### src/rtl/ic_pkg.sv
// Shared definitions for the address router: FSM state encoding, the default
// three-region memory map, and the outstanding-counter width helper.
package ic_pkg;

  typedef enum logic [1:0] {
    ST_IDLE  = 2'd0,  // nothing outstanding
    ST_ROUTE = 2'd1,  // one or more requests outstanding to cur_tgt
    ST_ERR   = 2'd2   // decode-error response pending
  } router_state_t;

  localparam int DEF_NREG = 3;

  // Region i lives in slice [32i+31:32i].
  localparam logic [DEF_NREG*32-1:0] DEF_MAP_MATCH =
    {32'h4000_0000, 32'h2000_0000, 32'h1000_0000};
  localparam logic [DEF_NREG*32-1:0] DEF_MAP_MASK =
    {32'hF000_0000, 32'hFFFF_0000, 32'hFFFF_C000};

  // Bits needed to hold an outstanding count in 0..max_out.
  function automatic int out_cnt_width(input int max_out);
    return $clog2(max_out + 1);
  endfunction

endpackage

### src/rtl/ic_region_match.sv
// Combinational priority address decoder: one-hot select of the lowest
// matching region, plus a flag when no region matches.
module ic_region_match
  import ic_pkg::*;
#(
  parameter int                     NREG      = DEF_NREG,
  parameter logic [NREG*32-1:0]     MAP_MATCH = DEF_MAP_MATCH,
  parameter logic [NREG*32-1:0]     MAP_MASK  = DEF_MAP_MASK
) (
  input  logic [31:0]     addr,
  output logic [NREG-1:0] sel,
  output logic            no_match
);

  logic [NREG-1:0] hit;

  // Compare the address against every region in parallel.
  // NOTE: every variable written in always_comb gets a default first so no
  // path leaves it unassigned and no latch is inferred.
  always_comb begin
    hit = '0;
    for (int i = 0; i < NREG; i++) begin
      hit[i] = ((addr & MAP_MASK[32*i +: 32]) == MAP_MATCH[32*i +: 32]);
    end
  end

  // Isolating the lowest set bit gives lowest-index priority.
  assign sel      = hit & (~hit + NREG'(1));
  assign no_match = ~|hit;

endmodule

### src/rtl/ic_addr_router.sv
// Address router: decodes each request to one of NREG targets, forwards it
// while tracking outstanding requests to the current target, and answers
// unmapped addresses with a one-entry decode-error response.
// Optional feature: define IC_ADDR_ROUTER_ERRLOG_EN to keep a saturating
// decode-error counter and the last failing address; otherwise both outputs
// are tied to zero.
module ic_addr_router
  import ic_pkg::*;
#(
  parameter int                 NREG      = DEF_NREG,
  parameter int                 MAX_OUT   = 4,
  parameter logic [NREG*32-1:0] MAP_MATCH = DEF_MAP_MATCH,
  parameter logic [NREG*32-1:0] MAP_MASK  = DEF_MAP_MASK
) (
  input  logic            g_clk,
  input  logic            g_resetn,
  input  logic            req_valid,
  output logic            req_ready,
  input  logic [31:0]     req_addr,
  output logic [NREG-1:0] tgt_req_valid,
  input  logic [NREG-1:0] tgt_req_ready,
  input  logic [NREG-1:0] tgt_rsp_fire,
  output logic            err_rsp_valid,
  input  logic            err_rsp_ready,
  output logic [15:0]     err_count,
  output logic [31:0]     err_addr
);

  localparam int            CW      = out_cnt_width(MAX_OUT);
  localparam int            IW      = (NREG > 1) ? $clog2(NREG) : 1;
  localparam logic [CW-1:0] CNT_MAX = CW'(MAX_OUT);

  router_state_t   state_q, state_d;
  logic [CW-1:0]   count_q, count_d;
  logic [IW-1:0]   cur_tgt_q, cur_tgt_d;
  logic [IW-1:0]   sel_idx;
  logic [NREG-1:0] sel;
  logic            no_match;

  ic_region_match #(
    .NREG      (NREG),
    .MAP_MATCH (MAP_MATCH),
    .MAP_MASK  (MAP_MASK)
  ) u_region_match (
    .addr     (req_addr),
    .sel      (sel),
    .no_match (no_match)
  );

  // Binary index of the one-hot region select.
  always_comb begin
    sel_idx = '0;
    for (int i = 0; i < NREG; i++) begin
      if (sel[i]) sel_idx = IW'(i);
    end
  end

  // Next state, forwarding, handshakes and outstanding-count bookkeeping.
  always_comb begin
    state_d       = state_q;
    count_d       = count_q;
    cur_tgt_d     = cur_tgt_q;
    tgt_req_valid = '0;
    req_ready     = 1'b0;
    err_rsp_valid = 1'b0;
    case (state_q)
      ST_IDLE: begin
        if (no_match) begin
          // Unmapped: swallow the request and answer with an error next cycle.
          req_ready = req_valid;
          if (req_valid) state_d = ST_ERR;
        end else begin
          tgt_req_valid = sel & {NREG{req_valid}};
          req_ready     = req_valid & (|(sel & tgt_req_ready));
          if (req_ready) begin
            state_d   = ST_ROUTE;
            count_d   = CW'(1);
            cur_tgt_d = sel_idx;
          end
        end
      end
      ST_ROUTE: begin
        // Only more traffic to the same target may overlap; anything else
        // (other target or unmapped) waits until the target drains.
        if (!no_match && (sel_idx == cur_tgt_q) && (count_q < CNT_MAX)) begin
          tgt_req_valid = sel & {NREG{req_valid}};
          req_ready     = req_valid & tgt_req_ready[cur_tgt_q];
        end
        // count_q >= 1 here, so a response can never underflow it.
        count_d = count_q + CW'(req_ready) - CW'(tgt_rsp_fire[cur_tgt_q]);
        if (count_d == '0) state_d = ST_IDLE;
      end
      ST_ERR: begin
        err_rsp_valid = 1'b1;
        if (err_rsp_ready) state_d = ST_IDLE;
      end
      default: state_d = ST_IDLE;
    endcase
  end

  // Router state registers with synchronous reset.
  // NOTE: sequential state uses <= so every register samples pre-edge values,
  // independent of the order the simulator evaluates blocks.
  always_ff @(posedge g_clk) begin
    if (!g_resetn) begin
      state_q   <= ST_IDLE;
      count_q   <= '0;
      cur_tgt_q <= '0;
    end else begin
      state_q   <= state_d;
      count_q   <= count_d;
      cur_tgt_q <= cur_tgt_d;
    end
  end

`ifdef IC_ADDR_ROUTER_ERRLOG_EN
  logic [15:0] err_count_q;
  logic [31:0] err_addr_q;
  logic        err_accept;

  assign err_accept = (state_q == ST_IDLE) & req_valid & no_match;

  // Log each accepted decode error: saturating count and failing address.
  always_ff @(posedge g_clk) begin
    if (!g_resetn) begin
      err_count_q <= '0;
      err_addr_q  <= '0;
    end else if (err_accept) begin
      if (err_count_q != 16'hFFFF) err_count_q <= err_count_q + 16'd1;
      err_addr_q <= req_addr;
    end
  end

  assign err_count = err_count_q;
  assign err_addr  = err_addr_q;
`else
  assign err_count = '0;
  assign err_addr  = '0;
`endif

endmodule

### config.mk
export PLATFORM = sky130hd
export DESIGN_NAME = ic_addr_router
export DESIGN_NICKNAME = d
export VERILOG_FILES = /design/src/rtl/ic_pkg.sv /design/src/rtl/ic_region_match.sv /design/src/rtl/ic_addr_router.sv
export SDC_FILE = /design/constraint.sdc
export NUM_CORES = 1
export LEC_CHECK = 0
export ABC_AREA = 1
export BUFFER_PORTS_ARGS = -buffer_cell sky130_fd_sc_hd__buf_2
export CORE_MARGIN = 8
export CORE_UTILIZATION = 41
export CTS_CLUSTER_SIZE = 20
export DETAILED_ROUTE_END_ITERATION = 8
export HOLD_SLACK_MARGIN = 0.12
export PLACE_DENSITY = 0.85
export SLEW_MARGIN = 30
export SYNTH_ARGS = -nofsm -noshare
export SYNTH_HDL_FRONTEND = slang
export SYNTH_SLANG_ARGS = --single-unit
### constraint.sdc
create_clock -name g_clk -period 4.6 [get_ports g_clk]
set_input_delay 0.23 -clock g_clk [delete_from_list [all_inputs] [get_ports g_clk]]
set_output_delay 0.23 -clock g_clk [all_outputs]
set_load 0.01 [all_outputs]
; After elaboration in Yosys (flattened, before gate mapping)
; Cells that the tools add are included.
; W data, S select, Z words.
[op_classes]
n_eq_ne = 12
bitwise = 6
n_mux = 23
n_shift = 0
magnitude_cmp = 2
reduce_logical = 10
add_sub_neg = 3
n_div = 0
n_mul = 0
[ops]
columns = cell, count
row1 = $eq A18 B15 Y1 const B, 1
row2 = $eq A16 B14 Y1 const B, 1
row3 = $mux W2, 6
row4 = $mux W3, 4
row5 = $pmux W3 S2, 2
row6 = $and A3 B3 Y3, 3
row7 = $ne A2 B2 Y1 const B, 4
row8 = $mux W1, 7
row9 = $ne A3 B3 Y1 const B, 2
row10 = $pmux W2 S3, 1
row11 = $reduce_and A3 Y1, 2
row12 = $reduce_or A3 Y1, 2
row13 = $bmux W1 S2, 2
row14 = $eq A4 B3 Y1 const B, 1
row15 = $reduce_and A4 Y1, 1
row16 = $add A3 B1 Y3, 1
row17 = $add A3 B1 Y3 const B, 1
row18 = $logic_not A3 Y1, 1
row19 = $lt A2 B3 Y1 const B, 1
row20 = $lt A3 B3 Y1 const B, 1
row21 = $not A3 Y3, 1
row22 = $sub A3 B1 Y3, 1
row23 = $and A1 B1 Y1, 2
row24 = $eq A2 B1 Y1 const B, 1
row25 = other kinds (6), 7
[word_totals]
mem_bits_rw = 0
romBits = 0
mem_count = 0
latchBits = 0
ff_bits = 7

; Longest topological paths before layout
[logic_depth]
depth_word = 16
depth_mapped = 16
depth_no_buf = 16

; Hierarchy
; A second synthesis with hierarchy kept.
[hier_totals]
hier_cells = 193
hier_area_um2 = 1151.1
[by_module_without_submodules]
columns = module, n_inst, area_per_inst_um2, cells_per_inst
row1 = ic_addr_router, 1, 1002.2, 157
row2 = ic_region_match, 1, 148.9, 36

; Worst setup path after synthesis
; No wires, ideal clock.
[synth_timing]
path_type = input-to-reg
start = input port req_addr[16]
end = register state_q[0]
slack_ps = 2261
arrival_ps = 2214
required_ps = 4475
cell_stages = 16
setup_time_ps = 125
cell_sequence = nor2_1 nand2_1 nor2_4 nand3_2 nand2_1 nand2_1 nor2_2 nand4_1 ha_1 inv_1 ha_1 inv_1 fa_1 inv_1 o31ai_1 a21oi_1
[synth_between]
elab_chain_len = 16
[synth_rtl]
columns = item, line_no
row1 = "start, declared", ic_addr_router.sv:19  ; input logic [31:0] req_addr,
row2 = $eq A18 B15 Y1 or $eq A16 B14 Y1 (tied branches), ic_region_match.sv:23  ; hit[i] = ((addr & MAP_MASK[32*i +: 32]) == MAP_MATCH[32*i +: 32]);
row3 = $not A3 Y3, ic_region_match.sv:28  ; assign sel = hit & (~hit + NREG'(1));
row4 = $add A3 B1 Y3, ic_region_match.sv:28
row5 = $and A3 B3 Y3, ic_region_match.sv:28
row6 = $mux W1, ic_addr_router.sv:54  ; if (sel[i]) sel_idx = IW'(i);
row7 = $mux W2, ic_addr_router.sv:54
row8 = $eq A2 B2 Y1, ic_addr_router.sv:85  ; if (!no_match && (sel_idx == cur_tgt_q) && (count_q < CNT_MAX)) begin
row9 = $logic_and A1 B1 Y1 (2 in series), ic_addr_router.sv:85
row10 = $mux W1, ic_addr_router.sv:85
row11 = $mux W1, ic_addr_router.sv:66  ; case (state_q)
row12 = $add A3 B1 Y3, ic_addr_router.sv:90  ; count_d = count_q + CW'(req_ready) - CW'(tgt_rsp_fire[cur_tgt_q]);
row13 = $sub A3 B1 Y3, ic_addr_router.sv:90
row14 = $logic_not A3 Y1, ic_addr_router.sv:91  ; if (count_d == '0) state_d = ST_IDLE;
row15 = $ne A2 B2 Y1 (no source line), n/a
row16 = $reduce_and A4 Y1 (no source line), n/a
row17 = "end signal, assigned", ic_addr_router.sv:110  ; state_q <= state_d;
row18 = "end, declared", ic_addr_router.sv:33  ; router_state_t state_q, state_d;
; Several ways; a longest one is shown, not always the timed one. The select of a mux whose other input is x is not followed.
; A chain may end at the register's enable or synchronous reset.

; Worst setup path in the final report
[layout_timing]
start = register cur_tgt_q[0]
end = register state_q[0]
[layout_between]
elab_chain_len = 10
[layout_rtl]
columns = item, line_no
row1 = "start, declared", ic_addr_router.sv:35  ; logic [IW-1:0] cur_tgt_q, cur_tgt_d;
row2 = "start signal, assigned", ic_addr_router.sv:112  ; cur_tgt_q <= cur_tgt_d;
row3 = $bmux W1 S2 or $eq A2 B2 Y1 (tied branches), "ic_addr_router.sv:87, ic_addr_router.sv:85"
row4 = $mux W1 (not written as such) or $logic_and A1 B1 Y1 (tied branches), "ic_addr_router.sv:87, ic_addr_router.sv:85"
row5 = $and A1 B1 Y1 or $logic_and A1 B1 Y1 (tied branches), "ic_addr_router.sv:87, ic_addr_router.sv:85"
row6 = $mux W1, ic_addr_router.sv:85
row7 = $mux W1, ic_addr_router.sv:66
row8 = $add A3 B1 Y3, ic_addr_router.sv:90
row9 = $sub A3 B1 Y3 (*), ic_addr_router.sv:90
row10 = $logic_not A3 Y1 (*), ic_addr_router.sv:91
row11 = $ne A2 B2 Y1 (no source line) (*), n/a
row12 = $reduce_and A4 Y1 (no source line) (*), n/a
; Every way passes the cells marked *; elsewhere a longest branch is shown, timed or not. The select of a mux whose other input is x is not followed.

==> impl_metrics.env <==
export IMPL_die_y_um=68.0
export IMPL_track_usage_pct=10.0
export IMPL_clkSinkCount=7
export IMPL_slew_violations=0
export IMPL_tns_ns=0
export IMPL_fmax_ghz=0.410
export IMPL_htreeDepth=1
export IMPL_avgSynthCellArea_um2=6.53
export IMPL_intPower_w=0.000114
export IMPL_grt_pass1_vias=912
export IMPL_hold_buffers=0
export IMPL_cts_buffers=3
export IMPL_die_area_um2=4630
export IMPL_wl_per_cell_um=10.4
export IMPL_drive_above_1_share_pct=25.9
export IMPL_netlist_area_um2=1110
export IMPL_first_pass_iters=4
export IMPL_rsz0062_at_grt="false"
export IMPL_worstSkewPairLatency_ns=0.25
export IMPL_vias=988
export IMPL_ctsResizeCount=0
export IMPL_finalWirelength_um=2460
export IMPL_top_usage_layer="met2"
export IMPL_dr_first_iter_drc_count=45
export IMPL_skew_ns=0.00206
export IMPL_cp_data_arrival_time_ns=2.57
export IMPL_port_buffer_count=32
export IMPL_overflow=0
export IMPL_start_kind="flip-flop"
export IMPL_yosys_warnings=0
export IMPL_hpwlAfterDp_um=2230
export IMPL_grt_pass1_wl_um=3650
export IMPL_fin_crit_sh_pct=53.0
export IMPL_clkSlewWorstSetupHoldPaths_ns=0.05
export IMPL_ios=95
export IMPL_hold_viol=0
export IMPL_seqPwrFrac_pct=34.5
export IMPL_synth_seq_area_share_pct=12.6
export IMPL_ant_nets=0
export IMPL_path_max_fanout=5
export IMPL_cts_tree="built"
export IMPL_cts_root_buffer="clkbuf_4"
export IMPL_p_per_area_nw_per_um2=159
export IMPL_grt_met3_usage_pct=3.76
export IMPL_status="finished clean"
export IMPL_core_area_um2=2660
export IMPL_finalSetupViolations=0
export IMPL_leakage_nw=0.603
export IMPL_initial_utilization_pct=41.7
export IMPL_p_switching_w=0.0000688
export IMPL_maxCapViolations=0
export IMPL_crit_slowest_cell="fa_1"
export IMPL_critPathTopFamily="adder cells"
export IMPL_path_cells="inv_1, o21ai_0, nor3_1, nand4_1, ha_1, inv_1, ha_1, inv_1, fa_1, inv_1, o31ai_1, a21oi_1"
export IMPL_path_buf_inv=4
export IMPL_syn_inst=170
export IMPL_netSwitchingFraction_pct=37.6
export IMPL_syn2layout_area_growth_pct=3.72
export IMPL_grt_use_met1_pct=11.1
export IMPL_antenna_found_initial=0
export IMPL_nets=251
export IMPL_rows=19
export IMPL_min_period_ns=2.44
export IMPL_grt_max_degree=7
export IMPL_post_cts_buffers=0
export IMPL_clockBufferDepth=2
export IMPL_ys_ff_latch=7
export IMPL_endpoint_kind="flip-flop"
export IMPL_max_stage_delay_ns=0.47
export IMPL_hold_path_class="primary input to flip-flop"
export IMPL_drc=0
export IMPL_holdWs_ns=0.228
export IMPL_dieWidth_um=68.0
export IMPL_crit_top_cell="inv_1"
export IMPL_n_antenna_cell=0
export IMPL_p_clk_share_pct=31.5
export IMPL_cp_required_ns=4.74
export IMPL_irDropWorstVdd_v=0.000122
export IMPL_path_class="flip-flop to flip-flop"
export IMPL_share_comb_of_total_power_pct=34.0
export IMPL_ys_types=25
export IMPL_grtUsageMet2_pct=17.1
export IMPL_routed_via_density=4.19
export IMPL_gp_congestion=0.777
==> state kept, by name, summed over array words and instances, names as in the netlist <==
register,count
state_q,2
count_q,3
cur_tgt_q,2
==> area by class of cell <==
type / count / area (um2)
clock buffers: 4 / 26.3
fillers: 310 / 1510
inverters: 20 / 75.1
multi-input cells: 142 / 711
flip-flops and latches: 7 / 140
well taps: 31 / 38.8
repair buffers: 32 / 160
==> worst reg2reg max path, delay by kind of cell (launching register included) <==
family / cells / cell delay (ns)
simple gates: 2 / 0.36
flops: 1 / 0.34
buf+inv: 4 / 0.29
fa+ha+maj: 3 / 0.90
compound gates: 3 / 0.43
==> cell usage after synthesis (all sizes together) <==
cell type   n  area [um2]
xnor2       2        17.5
nand4       5        31.3
ha          2        25.0
o21ai       5        25.0
dfxtp       7         140
nor2       33         161
nand3      14        97.6
or2         1        6.26
o31ai       1        7.51
a21oi       7        38.8
xor2        1        8.76
inv        20        75.1
nor3        3        15.0
buf        48         360
fa          1        20.0
conb        1        3.75
nand2      19        76.3
==> worst paths after layout <==
kind         cells past startpoint          from  slack (ns)            to
max                             12  cur_tgt_q[0]        2.16    state_q[0]
min                              3      g_resetn        0.23  cur_tgt_q[1]
max reg2reg                     12  cur_tgt_q[0]        2.16    state_q[0]
min reg2reg                      2    count_q[0]        0.52    count_q[0]
==> power by group through the flow <==
stage / combinational [W] / clock [W] / sequential [W]
after global routing: 0.0000700 / 0.0000634 / 0.0000632
after global placement: 0.0000597 / 0 / 0.0000643
after floorplan: 0.0000702 / 0 / 0.0000640
final: 0.0000622 / 0.0000576 / 0.0000630
after detailed placement: 0.0000608 / 0 / 0.0000643
after CTS: 0.0000610 / 0.0000596 / 0.0000630
==> cells by family after synthesis <==
group	Yosys count	synth area share (%)
AOI/OAI and AO/OA	13	6.43
and+or+nand+nor	75	34.9
buffers and inverters	68	39.2
DFF	7	12.6
xor gates and xnor gates	3	2.37
adders and majority gates	3	4.06
other	1	0.338
==> through the flow <==
step	utilization [%]	cell area (um2)	std cells	setup slack [ns]	power, W
global route	43.2	1150	236	1.89	0.000197
finish	43.2	1150	236	2.16	0.000183
global placement	42.2	1120	232	2.03	0.000124
floorplan	-	1290	217	2.26	0.000134
CTS	43.2	1150	236	2.15	0.000184
detailed placement	42.2	1120	232	2.00	0.000125
==> per-layer routing <==
layer / part of all wire [%] / routed length (um)
met4: 1.0 / 25
met3: 12 / 298
met2: 48 / 1190
met5: 0 / 0
met1: 38 / 941
==> cells in the final DEF, fill, tap and decap left out, drive strengths merged <==
cell type / count
a21oi: 7
buf: 32
clkbuf: 4
conb: 48
dfxtp: 7
fa: 1
ha: 2
inv: 20
nand2: 19
nand3: 14
nand4: 5
nor2: 33
nor3: 3
o21ai: 5
o31ai: 1
or2: 1
xnor2: 2
xor2: 1
Note: power is estimated with default switching activity, not from simulation.
